`src/rtl/whack_datapath.sv`:
```
// Datapath partner of the whack-a-mole game FSM: mole spawn/lifetime sequencing,
// synchronised button edge detection, game timer and saturating score/miss counters.
module whack_datapath #(
    parameter int unsigned GAME_CYCLES  = 1500000000,
    parameter int unsigned SPAWN_CYCLES = 25000000,
    parameter int unsigned MOLE_CYCLES  = 50000000,
    parameter int unsigned SCORE_W      = 8
) (
    input  logic               clk,
    input  logic               reset,
    input  logic [3:0]         state,
    input  logic               game_start,
    input  logic [3:0]         hit,
    output logic               control_signal,
    output logic               timer_signal,
    output logic [SCORE_W-1:0] score,
    output logic [SCORE_W-1:0] misses,
    output logic [2:0]         seq_state
);

    localparam int GW = (GAME_CYCLES > 1) ? $clog2(GAME_CYCLES) : 1;
    localparam int SW = (SPAWN_CYCLES > 1) ? $clog2(SPAWN_CYCLES) : 1;
    localparam int LW = (MOLE_CYCLES > 1) ? $clog2(MOLE_CYCLES) : 1;
    localparam logic [SCORE_W-1:0] COUNT_MAX = {SCORE_W{1'b1}};

    typedef enum logic [2:0] {
        SEQ_IDLE        = 3'd0,
        SEQ_SPAWN_WAIT  = 3'd1,
        SEQ_REQ_WAIT    = 3'd2,
        SEQ_MOLE_ACTIVE = 3'd3,
        SEQ_ACK_WAIT    = 3'd4,
        SEQ_DONE        = 3'd5
    } seq_t;

    seq_t seq_q, seq_d;

    logic [3:0]    sync1, sync2, sync3, rise_q;
    logic [GW-1:0] game_cnt;
    logic [SW-1:0] spawn_cnt;
    logic [LW-1:0] life_cnt;
    logic [1:0]    mole_k;

    logic st_game, st_mole, st_over, st_start, st_play;
    logic counting, expired, frozen, clear_game;
    logic hit_k, hit_wrong, spawn_done, life_done;
    logic pulse, score_inc, miss_inc;
    logic [3:0] mole_mask;

    assign seq_state = seq_q;

    // Any code outside 0..6 falls through to Start.
    assign st_game  = (state == 4'd1);
    assign st_mole  = (state >= 4'd2) && (state <= 4'd5);
    assign st_over  = (state == 4'd6);
    assign st_start = !(st_game || st_mole || st_over);
    assign st_play  = st_game || st_mole;

    assign counting   = (seq_q != SEQ_IDLE) && st_play;
    assign expired    = counting && (game_cnt == '0);
    assign frozen     = timer_signal || expired;
    assign clear_game = (seq_q == SEQ_IDLE) && game_start;

    assign mole_mask  = 4'b0001 << mole_k;
    assign hit_k      = |(rise_q & mole_mask);
    assign hit_wrong  = |(rise_q & ~mole_mask);
    assign spawn_done = (spawn_cnt == SW'(SPAWN_CYCLES - 1));
    assign life_done  = (life_cnt == LW'(MOLE_CYCLES - 1));

    // Handshake with the game FSM: each control_signal pulse is answered by a state change
    // (Game -> MoleN or MoleN -> Game) some cycles later; REQ_WAIT and ACK_WAIT block any
    // further pulse until that answer is seen, so FSM lag can never produce a double step.
    always_comb begin
        seq_d     = seq_q;
        pulse     = 1'b0;
        score_inc = 1'b0;
        miss_inc  = 1'b0;
        case (seq_q)
            SEQ_IDLE: begin
                if (st_game) seq_d = SEQ_SPAWN_WAIT;
            end
            SEQ_SPAWN_WAIT: begin
                if (spawn_done && !frozen) begin
                    pulse = 1'b1;
                    seq_d = SEQ_REQ_WAIT;
                end
            end
            SEQ_REQ_WAIT: begin
                if (st_mole) seq_d = SEQ_MOLE_ACTIVE;
            end
            SEQ_MOLE_ACTIVE: begin
                // A correct press beats both a simultaneous wrong press and lifetime expiry.
                if (!frozen) begin
                    if (hit_k) begin
                        score_inc = 1'b1;
                        pulse     = 1'b1;
                        seq_d     = SEQ_ACK_WAIT;
                    end else if (life_done) begin
                        miss_inc = 1'b1;
                        pulse    = 1'b1;
                        seq_d    = SEQ_ACK_WAIT;
                    end else if (hit_wrong) begin
                        miss_inc = 1'b1;
                    end
                end
            end
            SEQ_ACK_WAIT: begin
                if (st_game) seq_d = SEQ_SPAWN_WAIT;
            end
            SEQ_DONE: begin
                seq_d = SEQ_DONE;
            end
            default: begin
                seq_d = SEQ_IDLE;
            end
        endcase
        if (st_over || st_start) begin
            seq_d     = st_over ? SEQ_DONE : SEQ_IDLE;
            pulse     = 1'b0;
            score_inc = 1'b0;
            miss_inc  = 1'b0;
        end
    end

    always_ff @(posedge clk or negedge reset) begin
        if (!reset) begin
            seq_q <= SEQ_IDLE;
        end else begin
            seq_q <= seq_d;
        end
    end

    // Two-flop synchroniser, a third flop for edge detection, then a registered edge.
    always_ff @(posedge clk or negedge reset) begin
        if (!reset) begin
            sync1  <= '0;
            sync2  <= '0;
            sync3  <= '0;
            rise_q <= '0;
        end else begin
            sync1  <= hit;
            sync2  <= sync1;
            sync3  <= sync2;
            rise_q <= sync2 & ~sync3;
        end
    end

    always_ff @(posedge clk or negedge reset) begin
        if (!reset) begin
            spawn_cnt <= '0;
            life_cnt  <= '0;
            mole_k    <= '0;
        end else begin
            if (seq_q != SEQ_SPAWN_WAIT) begin
                spawn_cnt <= '0;
            end else if (!spawn_done) begin
                spawn_cnt <= spawn_cnt + 1'b1;
            end
            if (seq_q != SEQ_MOLE_ACTIVE) begin
                life_cnt <= '0;
            end else if (!life_done) begin
                life_cnt <= life_cnt + 1'b1;
            end
            if ((seq_q == SEQ_REQ_WAIT) && st_mole) begin
                mole_k <= 2'(state - 4'd2);
            end
        end
    end

    always_ff @(posedge clk or negedge reset) begin
        if (!reset) begin
            game_cnt     <= '0;
            timer_signal <= 1'b0;
        end else if (clear_game) begin
            game_cnt     <= GW'(GAME_CYCLES - 1);
            timer_signal <= 1'b0;
        end else begin
            if (counting && (game_cnt != '0)) begin
                game_cnt <= game_cnt - 1'b1;
            end
            if (expired) begin
                timer_signal <= 1'b1;
            end
        end
    end

    always_ff @(posedge clk or negedge reset) begin
        if (!reset) begin
            score          <= '0;
            misses         <= '0;
            control_signal <= 1'b0;
        end else begin
            control_signal <= pulse;
            if (clear_game) begin
                score  <= '0;
                misses <= '0;
            end else begin
                if (score_inc && (score != COUNT_MAX)) score <= score + 1'b1;
                if (miss_inc && (misses != COUNT_MAX)) misses <= misses + 1'b1;
            end
        end
    end

endmodule

```
`config.mk`:
```
export PLATFORM = sky130hd
export DESIGN_NAME = whack_datapath
export DESIGN_NICKNAME = d
export VERILOG_FILES = /design/src/rtl/whack_datapath.sv
export SDC_FILE = /design/constraint.sdc
export NUM_CORES = 1
export LEC_CHECK = 0
export ABC_AREA = 1
export CELL_PAD_IN_SITES_DETAIL_PLACEMENT = 1
export CELL_PAD_IN_SITES_GLOBAL_PLACEMENT = 1
export CORE_MARGIN = 4
export CORE_UTILIZATION = 49
export CTS_CLUSTER_SIZE = 12
export DETAILED_ROUTE_END_ITERATION = 10
export GPL_TIMING_DRIVEN = 0
export PLACE_DENSITY_LB_ADDON = 0.1
export SLEW_MARGIN = 0
export SYNTH_ARGS = -nofsm -noshare
export SYNTH_HDL_FRONTEND = slang
export SYNTH_SLANG_ARGS = --single-unit
export TNS_END_PERCENT = 10
```
`constraint.sdc`:
```
create_clock -name clk -period 2.6 [get_ports clk]
set_input_delay 0.26 -clock clk [delete_from_list [all_inputs] [get_ports clk]]
set_output_delay 0.26 -clock clk [all_outputs]
set_load 0.05 [all_outputs]
```
# Word-level counts from Yosys, hierarchy flattened
# Cells that the tools add are included.
[totals]
rom_bits = 0
n_memories = 0
wordCells = 111
inputBits = 11
latchBits = 0
ramBits = 0
regBits = 121
output_inout_bits = 21
[op_classes]
bitwise = 5
n_div = 0
shift = 1
n_addsub = 6
muxes = 37
reduce_logical = 27
n_eq_ne = 20
order_cmp = 2
n_mul = 0
[op_table]
columns = ["operator", "count"]
rows = [
  ["$mux W31", 2],
  ["$mux W26", 2],
  ["$mux W25", 2],
  ["$mux W8", 4],
  ["$logic_not A31 Y1", 1],
  ["$reduce_bool A31 Y1", 1],
  ["$sub A31 B1 Y31 const B", 1],
  ["$add A26 B1 Y26 const B", 1],
  ["$eq A26 B26 Y1 const B", 1],
  ["$add A25 B1 Y25 const B", 1],
  ["$eq A25 B25 Y1 const B", 1],
  ["$mux W3", 8],
  ["$mux W1", 17],
  ["$add A8 B1 Y8 const B", 2],
  ["$ne A8 B8 Y1 const B", 2],
  ["$pmux W3 S5", 1],
  ["$and A4 B4 Y4", 3],
  ["$logic_and A1 B1 Y1", 9],
  ["$ne A3 B3 Y1 const B", 3],
  ["$not A4 Y4", 2],
  ["$reduce_bool A2 Y1", 4],
  ["$reduce_or A4 Y1", 2],
  ["$eq A3 B2 Y1 const B", 2],
  ["$eq A3 B3 Y1 const B", 2],
  ["18 further kinds", 24],
]

# Logic depth before layout (Yosys ltp)
# Gate-level depths: netlist of run 1.
[logic_depth]
word_depth = 13
mapped_depth = 14
ltp_nobuf = 14

# Worst setup path after synthesis of run 1
# OpenSTA, ideal clock, no wires.
[synth_timing]
kind = "reg-to-reg"
from = "register misses[1]"
to = "register misses[5]"
path_stages_with_launch = 11
slack_ns = 0.635
synth_period_minus_slack_ns = 1.965
setup_time_ns = 0.121
path_buffers = 0
required_ns = 2.479
arrival_time_ns = 1.844
path_cell_list = "dfrtp_1 -> ha_1 -> nand2_1 -> nor2_1 -> nand3_1 -> nor2_1 -> a21oi_4 -> nand3_4 -> nor2_4 -> a21oi_1 -> nor2_1"
[synth_via]
elab_chain_cells = 3
word_cells_on_any_way = 6
cone_classes = "1 x add/sub; 1 x eq/ne; 2 x mux; 2 x reduce/logical"
[synth_rtl]
columns = ["item", "line", "source"]
rows = [
  ["start: declaration", "17", "output logic [SCORE_W-1:0] misses,"],
  ["start signal: assignment", "198", "if (miss_inc && (misses != COUNT_MAX)) misses <= misses + 1'b1;"],
  ["$add A8 B1 Y8 / $ne A8 B8 Y1 (equally long branches)", "198", ""],
  ["$mux W8 / $logic_and A1 B1 Y1 (equally long branches)", "198", ""],
  ["$mux W8 / $reduce_bool A2 Y1 (equally long branches)", "n/a", ""],
]
# Parallel ways exist; a longest one is shown, timed or not. The select of a mux whose other input is x is not followed.
# A chain may end at the register's enable or synchronous reset.

# Worst setup path after layout of run 1
[layout_timing]
from = "register life_cnt[0]"
to = "register seq_q[1] (netlist: seq_state[1])"
[layout_via]
elab_chain_cells = 3
[layout_rtl]
columns = ["item", "line", "source"]
rows = [
  ["start: declaration", "40", "logic [LW-1:0] life_cnt;"],
  ["start signal: assignment", "161", "life_cnt <= life_cnt + 1'b1;"],
  ["$eq A26 B26 Y1", "67", "assign life_done = (life_cnt == LW'(MOLE_CYCLES - 1));"],
  ["$ne A4 B4 Y1 (no line)", "n/a", ""],
  ["$reduce_and A5 Y1 (no line)", "n/a", ""],
  ["end signal: assignment", "128", "seq_q <= seq_d;"],
  ["end: declaration", "35", "seq_t seq_q, seq_d;"],
]
# No other way between the ends.

==> results.txt, run 1 <==
- Height of the chip: 124.8 um
- Quantity of I/O buffers inserted on ports: 31
* Post-synthesis sequential element count: 121
* Area Overhead vs Synth: 18.15%
- Area of all sequential standard cells: 3028 sq um
- Most frequent standard cell in the layout excluding fill and tap cells: nand2_1
- Sum of routed wire length over all layers: 19.20 mm
* Crit path capture type: flip-flop
- For this run, the share of the core covered by cells in the final layout is 59.37%.
- Fraction of registers with async set or reset after synthesis: 100.0%
* Pin count of the biggest net entering global routing: 82
- Power density over cell area: 785.3 nW/um^2
* Met2 capacity usage during global routing: 45.77%
- Final worst-path cycle share: 79.31%
- 1st-iter DRT viols: 377
- H-tree Lvls: 4
* Final Hold Viols: 0
- Between clock sinks in the finished design, the worst skew comes to 5.725 ps.
- Clock insertion delay at the later pin of the skew report: 430 ps
- At the end of routability-driven placement, the weighted congestion stood at 0.8625.
* Average vias per placed instance: 5.711
* Total via count after detailed routing: 6,116
- The first global-routing pass estimated 32.86 mm of wire.
- For this design the top-level I/O count stands at 32.
- Derived from the worst setup path, the maximum achievable clock frequency is 0.4850 GHz.
- In this run the most used layer during global routing was met2.
- Min Clock Period, post-route: 2062 ps
- Total of endpoints with negative setup slack in the final report: 0
- The run finished with clean final reports.
- Post-DP HPWL: 13.23 mm
- Summing all multi-input logic gate instances after layout gives 3222 sq um.
- Synthesis handed over a netlist of 831 instances.
- Worst Max-Slew Pin Slew: 559.4 ps
* Count of antenna-violating nets left after detailed routing: 0
* Unrepaired setup endpoints after global routing: false
- Type of the tightest min-delay check: input port to flip-flop
- Max-cap violations in this run came to 0.
- The via count of the first global-routing pass is 6,634.
* Row cnt: 42
- Routing usage on met3: 5.489%
* Number of inserted diodes: 0
* Total of cells resized after clock tree synthesis: 0
- The worst-case IR drop observed on VDD is 0.6566 mV.
- Clock-pin slew was measured on the worst setup and hold paths at 50 ps.
* Antenna violations before repair: 0
* CP startpoint kind: flip-flop
- Met1 layer usage reported by global route: 30.34%
* Total count of max-transition violations in the final report: 0
- Cell Area, Synth: 6681 sq um
* CP Launch Point: life_cnt[0]
- In the synthesized netlist the dominant register cell turns out to be dfrtp_1.
* Count of synthesis-stage warnings from yosys: 0
* Total leakage power: 3.298 nW
- Counting along the longest clock path gives a buffer depth of 2.
- Clock buffers created by TritonCTS: 17
* Distinct cell type count of the synthesized netlist: 43
- Library cell used as clock root buffer: clkbuf_16
* Relative slew margins: 62.71%
- The post-route netlist has 12.63% of its cells at a drive strength greater than 1.
- In the layout the commonest cells are 142 x nand2_1, 121 x dfrtp_1, 108 x nor2_1.
* 1st-pass router iterations: 4
- After global routing the overflow that remains totals 0.
* Final net count: 900
* Starting density of the core: 50.25%
- Arrival time of data at the critical path endpoint: 2370 ps
- The floorplan step defined a die boundary enclosing 15,570 sq um.
* Critical path peak fanout: 7
- The setup path with the least slack is of type flip-flop to flip-flop.
- Number of enable flip-flop cells after synthesis: 0
* Required time of the critical path: 2910 ps
* Startpoint of the lowest-slack hold path: hit[0]
- The share of the Yosys chip area taken by registers is 45.32%.
- In this run the standard cell core region covers 13,300 sq um.
* Setup total negative slack: 0 ps
* Die X-Extent: 124.8 um
- TritonCTS clock tree: done
* Num Clock Sinks: 121
- Drc violations: 0
- A synthesized cell averages 8.040 sq um.
* Number of inserted filler cells in the final layout: 1,619
- Syn Nets: 848
- Global routing used 25.88% of the available tracks across all layers.
- Start of the worst register-to-register path: life_cnt[0]
- Dividing the detail-routed wire length by the instance count gives 17.93 um.
==> per-layer routing <==
metal / wire length [um] / vias up
li1: - / 2884
met1: 8098 / 3083
met2: 10040 / 107
met3: 591 / 42
met4: 475 / 0
met5: 0 / -
==> path summary, 6_finish.rpt <==
kind                           endpoint  cells past startpoint  slack [ps]
setup / recovery           seq_state[1]                     14         540
hold / removal                 sync1[0]                      1         270
setup reg to reg           seq_state[1]                     14         540
hold reg to reg                sync2[3]                      0         350
max in group asynchronous  game_cnt[13]                      3        1540
min in group asynchronous   life_cnt[3]                      2         320
==> flip-flops by register name, indices dropped and copies added, names as in the netlist, 2 cells and up <==
signal     flops
sync3          4
misses         8
spawn_cnt     25
sync1          4
mole_k         2
game_cnt      31
rise_q         4
life_cnt      26
seq_state      3
score          8
sync2          4
==> worst max-delay path, cell delays in order (launching register included) <==
cell and delay (ps):
dfrtp_1 370, ha_1 210, nand2_2 80, nor2_4 170
nand2_4 100, nor2_4 130, nand3_4 150, nand2_1 130
nand3_1 100, nand2_1 70, nand3_1 80, nand2_2 100
nand2_1 110, nand2_1 90, nand2_1 60
==> area by class of cell <==
class	count	area share [%]
plain buffers	12	0.8084
flip-flops and latches	121	38.36
repair buffers	33	4.422
multi-input cells	600	40.81
clock inverters	6	1.363
inverters	98	4.660
well taps	176	2.790
clock buffers	25	6.784
==> report_power, final <==
group          internal (mW)  leakage (nW)  switching (mW)  total [mW]
registers               2.05          1.58           0.184        2.24
clock network           1.70         0.317           0.848        2.55
logic                  0.407          1.41            1.00        1.41
total                   4.16          3.30            2.04        6.20
==> cells by family after synthesis <==
kind of cell | Yosys count | share of synthesized area, %
buf+inv | 110 | 6.460
fa+ha+maj | 6 | 1.124
xor+xnor | 27 | 3.539
simple gates | 429 | 31.55
flops | 121 | 45.32
compound gates | 138 | 12.00
==> cell usage after synthesis, types with 2 or more instances <==
master | number | share of area (%)
nor3_2 | 5 | 0.75
nor2_1 | 108 | 6.1
nor4_1 | 8 | 0.75
nand2_2 | 10 | 0.94
xnor2_1 | 5 | 0.66
nand3_4 | 2 | 0.52
nand3_1 | 67 | 5.0
a31oi_1 | 4 | 0.37
a21oi_1 | 42 | 3.1
inv_1 | 86 | 4.8
nor2_4 | 12 | 2.0
nand3_2 | 5 | 0.75
o21ai_0 | 46 | 3.4
xor2_1 | 22 | 2.9
dfrtp_1 | 121 | 45
ha_1 | 6 | 1.1
nand2_1 | 142 | 8.0
nand2_4 | 2 | 0.34
o211a_1 | 2 | 0.30
buf_2 | 9 | 0.67
nand4_2 | 2 | 0.37
a21oi_4 | 2 | 0.49
nor3_1 | 20 | 1.5
nand4_1 | 31 | 2.9
o21a_1 | 4 | 0.45
o21ai_4 | 2 | 0.49
nand3b_1 | 2 | 0.22
nor2_2 | 12 | 1.1
a211oi_1 | 4 | 0.45
o21ai_1 | 24 | 1.8
inv_2 | 12 | 0.67
==> through the flow <==
step	hold WS [ps]	total power, mW	cells	cell area, sq um	setup slack (ps)
3_5_place_dp	199.8	3.631	1039	7241	357.8
6_report	272.4	6.199	1071	7894	537.9
4_1_cts	256.9	6.229	1071	7894	523.7
3_3_place_gp	334.3	3.549	1038	7212	-3522
2_1_floorplan	-35.59	3.158	831	6681	635.0
5_1_grt	263.8	6.496	1071	7894	359.9
==> repair_timing <==
item / CTS / global route
hold buffers: 1 / 0
endpoints found under the hold margin: 40 / 0
setup buffers: 0 / 0
Note: power is estimated with default switching activity, not from simulation.
==> inputs of run 2 (changes only) <==
--- a/config.mk
+++ b/config.mk
@@ -9,7 +9,7 @@
 export CELL_PAD_IN_SITES_DETAIL_PLACEMENT = 1
 export CELL_PAD_IN_SITES_GLOBAL_PLACEMENT = 1
 export CORE_MARGIN = 4
-export CORE_UTILIZATION = 49
+export CORE_UTILIZATION = 46
 export CTS_CLUSTER_SIZE = 12
 export DETAILED_ROUTE_END_ITERATION = 10
 export GPL_TIMING_DRIVEN = 0
==> constraint.sdc (replaced) <==
create_clock -name clk -period 2.1 [get_ports clk]
set_input_delay 0.21 -clock clk [delete_from_list [all_inputs] [get_ports clk]]
set_output_delay 0.21 -clock clk [all_outputs]
set_load 0.05 [all_outputs]
==> results.txt, run 2 (synthesis results as in run 1) <==
- End point of the worst hold path: sync1[1]
- The transition time at the pin with the least slew margin was 586.0 ps (+26.56 ps).
* Clock buffers created by TritonCTS: 17 (unchanged)
- Num ports: 32 (unchanged)
- Total count of max-transition violations in the final report: 0 (unchanged)
- The clock input transition at the sequential cells of the worst setup and hold paths is 60 ps (about the same).
- Max-cap violations: 0 (unchanged)
- The buffer and inverter count on the worst path is 1 (+1).
- Cell internal pwr: 5.215 mW (+25%)
- The via count of the first global-routing pass came to 6,566 (-1.0%).
- The net switching power of the design was 2.543 mW (+25%).
* 1st-pass router iterations: 4 (unchanged)
- Crit path capture type: primary output
- The vertical extent of the die was 128.5 um (+3.0%).
- R2r worst-path depth: 12 (-2)
- Reg-to-reg endpoint: misses[3]
- Register share of total power: 35.5% (-0.6 points)
- Arrival time of data at the critical path endpoint: 1820 ps (-550 ps)
- The post-detailed-routing wire length is 19.08 mm (-0.62%).
* Core ar.: 14,040 sq um (+5.6%)
* TritonCTS clock tree: done
- Total via count after detailed routing: 6,002 (-1.9%)
- Starting density of the core: 47.58% (-2.7 points)
- The clock insertion delay at the later pin of the skew report is 430 ps (about the same).
- Count of cells along the worst hold path: 1 (unchanged)
- The final critical path takes up 96.89% of the cycle.
- CP startpoint kind: flip-flop
- Proportion of total power due to net switching: 32.78% (-0.082 points)
- The average wire length per cell after detail routing came to 17.65 um (-1.5%).
* Maximum buffer depth of the clock tree: 2 (unchanged)
- Maximum vdd ir drop: 0.6367 mV (-3.0%)
- Final setup skew: 7.579 ps (+1.854 ps)
* Final net count: 905 (+0.56%)
* 1st-iter DRT viols: 365 (-3.2%)
- Register ranked first by flip-flop count: game_cnt
* Routability congestion estimate: 0.8660 (+0.41%)
- CTS placed an instance of clkbuf_16 at the clock tree root.
- Average vias per placed instance: 5.552 (-2.8%)
- Residual overflow from global routing: 0 (unchanged)
- Post-DP HPWL: 13.46 mm (+1.8%)
- Highest Clock Rate: 0.4915 GHz
* Type of the tightest min-delay check: input port to flip-flop
- Start of the worst register-to-register path: life_cnt[0]
- Antenna violations before repair: 0 (unchanged)
- Critical path peak fanout: 8 (+1)
- Quantity of I/O buffers inserted on ports: 31 (unchanged)
* Tot GR Track Use: 24.70% (-1.2 points)
- The chip width came to 128.5 um (+3.0%).
- The part of the total power dissipated in the clock network came to 42.0% (+0.9 points).
- Startpoint of the lowest-slack hold path: hit[1]
- Relative to the synthesized area, the layout overhead comes to 19.96%.
- The post-route standard cell area excluding fillers is 8015 sq um (+1.5%).
- Leaving out fill and tap cells, the most frequent cell in the layout is nand2_1.
- Total of endpoints with negative setup slack in the final report: 0 (unchanged)
- Util after Layout: 57.08% (-2.3 points)
- Min Clock Period, post-route: 2035 ps
- The row count was 43 (+2.4%).
- The required time of the critical path is 1890 ps (-1020 ps).
* Combinational cell fraction of total power: 22.5% (-0.3 points)
- Internal reg-to-reg setup slack: 120 ps (-420 ps)
- Final Hold Viols: 0 (unchanged)
- The placed instance area is 7246 sq um (about the same).
* Power density over cell area: 967.9 nW/um^2 (+23%)
- Wire length of the first global-routing pass: 32.60 mm (-0.82%)
* Largest registers: game_cnt (31), life_cnt (26), spawn_cnt (25)
- Relative slew margins: 60.93% (-1.8 points)
* Unrepaired setup endpoints after global routing: true
- Num Clock Sinks: 121 (unchanged)
- Highest-count cells in the layout ignoring fill and taps: 136 x nand2_1, 121 x dfrtp_1, 104 x nor2_1
- The overall die area was 16,520 sq um (+6.1%).
- Fraction of layout instances using a drive strength above 1: 14.65% (+2.0 points)
- Flip-flop count of the largest register after layout: 31 (unchanged)
* Chain of cells forming the critical path: clkdlybuf4s50_1
- Number of inserted diodes: 0 (unchanged)
* Family of cells with the greatest summed delay on the critical path: buffers and inverters
- Biggest cell delay along the critical path: 870 ps (+500 ps)
- Final-layout worst hold slack: 219.5 ps (-52.86 ps)
- Crit Path Category: flip-flop to primary output
* Status: finished clean
* H-tree Lvls: 4 (unchanged)
* Slowest cell on crit path: clkdlybuf4s50_1
- Count of antenna-violating nets left after detailed routing: 0 (unchanged)
- The standby leakage power is 3.339 nW (+1.3%).
- The number of remaining DRC errors was 0 (unchanged).
- Pin count of the biggest net entering global routing: 66 (-20%)
[run 2: changes by cell type in the layout (fill, tap and decap cells not counted), moves of 2 or more]
cell	delta
nor2_4	+2
nor2_2	+2
buf_4	+4
nor2_1	-4
ha_1	-2
ha_2	+2
nand2_1	-6
clkbuf_8	-6
bufinv_16	+2
clkinv_2	+3
nand2_2	+5
[run 2: area by class of cell]
type                       count  area (sq um)
multi-input combinational    600          3288
timing repair buffer          38         390.4
buffer                        12         63.81
inverter                      98         367.9
fill                        1696          6027
sequential                   121          3028
clock inverter                13         198.9
tap                          180         225.2
clock buffer                  19         452.9
[run 2: power by group through the flow]
stage	Sequential, mW	Clock (mW)	Combinational [mW]
3_5_place_dp	2.79	0	1.71
4_1_cts	2.76	3.31	1.73
5_1_grt	2.79	3.42	1.94
6_report	2.76	3.26	1.75
3_3_place_gp	2.78	0	1.62
2_1_floorplan	2.89	0	1.02
[run 2: worst register-to-register path, stage by stage, from the launching register on]
cell and delay (ps):
dfrtp_1 380, ha_2 210, nand2_2 70, nor2_4 190, nand2_4 100, nor2_4 120
nand3_4 130, nand4_4 120, nand3_4 100, nor2_4 210, buf_6 150, nand3_1 60
o21ai_1 80
[run 2: layer usage]
layer  up-vias  part of all wire, %  track usage [%]
met5         -                    0                0
met4         0                  1.4            7.906
met1      3020                   43            30.31
met2        75                   53            43.61
li1       2885                    -                -
met3        22                  2.7            5.106
[run 2: timing repair]
action                                 4_1_cts  5_1_grt
hold buffers                                 1        0
pin swaps                                    1        6
setup endpoints to repair                    1       25
setup buffers                                1        4
gates resized for setup                      0       19
endpoints found under the hold margin       56        0
[run 2: worst max path at each step]
stage | slack (ps) | endpoint | startpoint | depth (start not counted)
2_1_floorplan | 140 | misses[5] | misses[1] | 10
6_report | 70 | seq_state[2] | seq_state[2] | 1
4_1_cts | 5 | life_cnt[22] | life_cnt[0] | 9
3_3_place_gp | -3990 | game_cnt[1] | reset | 1
5_1_grt | -40 | misses[0] | life_cnt[0] | 12
3_5_place_dp | -80 | misses[4] | state[2] | 13
[run 2: through the flow]
step | worst slack (ps) | power [mW] | std cells | setup TNS (ps)
after floorplan | 135.0 | 3.910 | 831 | 0
after global placement | -3990 | 4.401 | 1042 | -482010
after detailed placement | -81.98 | 4.493 | 1043 | -343.0
after CTS | 5.285 | 7.799 | 1077 | 0
after global routing | -38.27 | 8.143 | 1081 | -131.4
final | 65.22 | 7.758 | 1081 | 0
